$ cat config.mk
export PLATFORM = sky130hd
export DESIGN_NAME = counter_cmd_sequencer
export DESIGN_NICKNAME = d
export VERILOG_FILES = /design/src/rtl/counter_seq_pkg.sv /design/src/rtl/counter_cmd_sequencer.sv
export SDC_FILE = /design/constraint.sdc
export NUM_CORES = 1
export LEC_CHECK = 0
export ABC_AREA = 0
export CELL_PAD_IN_SITES_DETAIL_PLACEMENT = 1
export CELL_PAD_IN_SITES_GLOBAL_PLACEMENT = 1
export CORE_MARGIN = 4
export CORE_UTILIZATION = 35
export CTS_CLUSTER_DIAMETER = 200
export DETAILED_ROUTE_END_ITERATION = 10
export HOLD_SLACK_MARGIN = 0.15
export PLACE_DENSITY_LB_ADDON = 0.05
export SYNTH_ARGS = -nofsm -noshare
export SYNTH_HDL_FRONTEND = slang
export SYNTH_SLANG_ARGS = --single-unit
$ cat constraint.sdc
create_clock -name clk -period 5.08 [get_ports clk]
set_clock_uncertainty 0.05 [all_clocks]
set_input_delay 0.762 -clock clk [delete_from_list [all_inputs] [get_ports clk]]
set_output_delay 0.762 -clock clk [all_outputs]
set_load 0.02 [all_outputs]
$ cat src/rtl/counter_seq_pkg.sv
// Shared types and defaults for the counter command sequencer.
package counter_seq_pkg;

    localparam int unsigned DEFAULT_WIDTH = 4;

    typedef enum logic [1:0] {
        OP_LOAD,
        OP_UP,
        OP_DOWN,
        OP_NOP
    } op_t;

    typedef enum logic [1:0] {
        IDLE,
        LOAD,
        RUN,
        DONE
    } state_t;

endpackage

$ cat src/rtl/counter_cmd_sequencer.sv
// Turns load/up/down commands into control pins for the up/down loadable counter,
// optionally stopping at max/zero and reporting completion and step statistics.
module counter_cmd_sequencer
    import counter_seq_pkg::*;
#(
    parameter int unsigned WIDTH = DEFAULT_WIDTH
) (
    input  logic             clk,
    input  logic             rst,
    input  logic             cmd_valid,
    output logic             cmd_ready,
    input  logic [1:0]       cmd_op,
    input  logic [WIDTH-1:0] cmd_arg,
    input  logic             cmd_sat,
    input  logic             abort,
    input  logic             max_count,
    input  logic             zero,
    output logic             load_n,
    output logic             ce,
    output logic             up_down,
    output logic [WIDTH-1:0] data_load,
    output logic             busy,
    output logic             done,
    output logic             sat_hit,
    output logic [WIDTH-1:0] steps_done
);

    state_t           state_q, state_d;
    op_t              op_q, op_d;
    logic             sat_q, sat_d;
    logic [WIDTH-1:0] remaining_q, remaining_d;
    logic [WIDTH-1:0] steps_done_q, steps_done_d;
    logic             sat_hit_q, sat_hit_d;
    logic [WIDTH-1:0] data_load_q, data_load_d;
    logic             stop_c;

    // A running count halts on abort, or on the boundary it would otherwise wrap past.
    assign stop_c = abort
                 || (sat_q && (((op_q == OP_UP) && max_count) || ((op_q == OP_DOWN) && zero)));

    always_ff @(posedge clk) begin
        if (rst) begin
            state_q      <= IDLE;
            op_q         <= OP_NOP;
            sat_q        <= 1'b0;
            remaining_q  <= '0;
            steps_done_q <= '0;
            sat_hit_q    <= 1'b0;
            data_load_q  <= '0;
        end else begin
            state_q      <= state_d;
            op_q         <= op_d;
            sat_q        <= sat_d;
            remaining_q  <= remaining_d;
            steps_done_q <= steps_done_d;
            sat_hit_q    <= sat_hit_d;
            data_load_q  <= data_load_d;
        end
    end

    always_comb begin
        state_d      = state_q;
        op_d         = op_q;
        sat_d        = sat_q;
        remaining_d  = remaining_q;
        steps_done_d = steps_done_q;
        sat_hit_d    = sat_hit_q;
        data_load_d  = data_load_q;
        ce           = 1'b0;
        load_n       = 1'b1;
        up_down      = 1'b0;
        done         = 1'b0;

        unique case (state_q)
            IDLE: begin
                if (cmd_valid) begin
                    op_d         = op_t'(cmd_op);
                    sat_d        = cmd_sat;
                    remaining_d  = cmd_arg;
                    steps_done_d = '0;
                    sat_hit_d    = 1'b0;
                    unique case (op_t'(cmd_op))
                        OP_LOAD: begin
                            data_load_d = cmd_arg;
                            state_d     = LOAD;
                        end
                        OP_UP, OP_DOWN: state_d = (cmd_arg != '0) ? RUN : DONE;
                        default:        state_d = DONE;
                    endcase
                end
            end
            LOAD: begin
                load_n  = 1'b0;
                state_d = DONE;
            end
            RUN: begin
                up_down = (op_q == OP_UP);
                if (stop_c) begin
                    sat_hit_d = 1'b1;
                    state_d   = DONE;
                end else begin
                    ce           = 1'b1;
                    remaining_d  = remaining_q - WIDTH'(1);
                    steps_done_d = steps_done_q + WIDTH'(1);
                    if (remaining_q == WIDTH'(1)) begin
                        state_d = DONE;
                    end
                end
            end
            DONE: begin
                done    = 1'b1;
                state_d = IDLE;
            end
            default: state_d = IDLE;
        endcase
    end

    assign cmd_ready  = (state_q == IDLE);
    assign busy       = (state_q != IDLE);
    assign sat_hit    = sat_hit_q;
    assign steps_done = steps_done_q;
    assign data_load  = data_load_q;

endmodule

==> results.json <==
{
  "max_clock_freq_mhz": 293,
  "setup_violations": 0,
  "area_delta_synth_final_pct": 29.5,
  "worst-path-max-fanout": 9,
  "max_stage_delay_ps": 610,
  "pre_cts_ws_ps": 1660,
  "die_height_um": 63.5,
  "placed_cell_area_mm2": 0.00136,
  "syn_nets": 153,
  "ys_seq_elements": 18,
  "htreeDepth": 1,
  "grt_usage_pct": 16.5,
  "arrival_ps": 2610,
  "grt_pass1_wl_mm": 5.36,
  "ys_types": 36,
  "dieArea_mm2": 0.00404,
  "vias": 1061,
  "mostFrequentLayoutCell": "clkdlybuf4s50_1",
  "clock_latency_ps": 310,
  "yosysTopAreaCellShare_pct": 33.4,
  "crit_chain": "clkdlybuf4s50_1 -> and4b_1 -> or3_1 -> nor2_1 -> clkdlybuf4s50_1",
  "final-hold-violation-count": 0,
  "cts_root_buf": "clkbuf_4",
  "leakage_nw": 0.592,
  "postLayoutSetupSlackWorst_ps": 1660,
  "drive_gt1_share_pct": 3.21,
  "gp_congestion": 0.770,
  "powerDensity_mw_per_mm2": 469,
  "viasPerCell": 5.67,
  "rsz0062_at_grt": "false",
  "crit_top_cell": "clkdlybuf4s50_1",
  "cts_tree": "yes",
  "power.total_w": 0.000656,
  "endpoint_kind": "output pin",
  "ant_nets": 0,
  "cts.path.max_buffers": 2,
  "postCtsResizedCells": 0,
  "fillers": 336,
  "hold_class": "flop to flop",
  "crit_buf_inv": 2,
  "ys.warnings.count": 0,
  "syn_area_mm2": 0.00108,
  "dp_cells": 183,
  "worst_pin_slew_ps": 714,
  "vdd_drop_max_mv": 0.201,
  "finalNetCount": 180,
  "drtIter0Drc": 42,
  "die_x_um": 63.5,
  "drc": 0,
  "maxCapViolations": 0,
  "cp.required_ps": 4270,
  "slew_violations": 0,
  "overflow": 0,
  "post-route-min-period_ps": 3420,
  "holdBufCountCts": 0,
  "drtPass1Iterations": 4,
  "dp_hpwl_mm": 2.31,
  "criticalPathCategory": "input pin to output pin",
  "tns_ps": 0,
  "status": "finished clean",
  "io_pins": 28,
  "cts_num_sinks": 18,
  "grt_pass1_vias": 1165,
  "grt_max_degree": 18,
  "syn_avg_cell_area_um2": 8.31,
  "cts.reportedPaths.clkPinSlew_ps": 120,
  "cp-start-kind": "input pin",
  "yosysTopAreaCell": "dfxtp_1",
  "start_util_pct": 37.9,
  "final_cells": 187,
  "core_mm2": 0.00285,
  "period_share_pct": 67.3,
  "cts_setup_buffers": 0,
  "critical_path.top_delay_family": "buffers and inverters",
  "cpMaxStageDelayCell": "clkdlybuf4s50_1",
  "most-common-layout-cells": "clkdlybuf4s50_1, dfxtp_1, inv_1",
  "netlist_instances": 130,
  "routed_wirelength_mm": 3.03,
  "slew_headroom_pct": 51.0,
  "std_cell_rows": 19,
  "stdcell_area_mm2": 0.00140,
  "synth_area_leaders": "dfxtp_1, ha_1, mux2i_1",
  "wl_per_cell_um": 16.2,
  "portBuffers": 27,
  "numCtsBuffers": 3,
  "antenna_cells": 0,
  "ys_seq_area_share_pct": 33.4,
  "antenna_found_initial": 0
}
## cells by family after synthesis
logic type | after synthesis | synth area share, %
AOI/OAI and AO/OA | 26 | 17.6
adders and majority gates | 10 | 11.6
buffers and inverters | 19 | 7.30
DFF | 18 | 33.4
muxes | 7 | 6.49
and+or+nand+nor | 50 | 23.6
## final timing paths
kind	startpoint	slack [ps]	to	cells past startpoint
max	zero	1660	ce	5
min reg2reg	sat_q	440	sat_q	2
min	sat_q	440	sat_q	2
max reg2reg	state_q[0]	2640	remaining_q[2]	6
## per-layer routing
metal	GRT usage (%)	share of wire [%]
met1	20.5	47
met2	27.4	46
met3	2.66	5.2
met4	8.09	2.0
met5	0	0
## where the power goes
group	switching, W	internal, W
logic	0.000210	0.000149
registers	0.0000308	0.000173
clock network	0.0000499	0.0000438
total	0.000291	0.000366
## final cells by class
class | instances | area (µm²) | share of cell area (%)
clock buffers | 4 | 36.3 | 2.59
inverters | 14 | 52.6 | 3.76
multi-input cells | 93 | 641 | 45.8
flip-flops and latches | 18 | 360 | 25.8
well taps | 31 | 38.8 | 2.77
repair buffers | 27 | 270 | 19.3
## synthesized netlist by cell type
cell	count
a2111o_1	1
nor3_1	2
o31ai_1	1
a41o_1	1
a2111oi_0	1
a32o_1	1
clkbuf_1	4
o41ai_1	1
nand2_1	13
mux2i_1	7
o311a_1	1
and3_1	1
nor3b_1	1
nand3_1	7
o22ai_1	3
nand2b_1	2
a21oi_1	6
and2_0	1
and4b_2	1
a211oi_1	1
o22a_1	1
o211ai_1	2
a211o_1	1
a22oi_1	1
dfxtp_1	18
and4b_1	2
buf_6	1
or4_1	2
inv_1	14
nor4_1	2
o32ai_1	2
nor2_1	13
or3_1	2
o21ai_0	2
ha_1	10
nor4b_1	1
## worst reg2reg max path, delay by kind of cell (launching register included)
| kind | cells | cell delay [ps] |
|---|---|---|
| fa+ha+maj | 1 | 500 |
| mux | 2 | 770 |
| simple gates | 1 | 190 |
| flops | 1 | 350 |
| buf+inv | 1 | 110 |
| compound gates | 1 | 370 |
## through the flow
stage / utilization, % / hold WS, ps
floorplan: - / 391
global placement: 47.8 / 415
detailed placement: 47.8 / 422
CTS: 49.0 / 439
global route: 49.0 / 469
finish: 49.0 / 438
## sequential cells by signal (all words and copies together) (netlist names)
name and count:
steps_done 4, sat_hit 1, state_q 2, remaining_q 4, sat_q 1, data_load 4, op_q 2
Note: power is estimated with default switching activity, not from simulation.
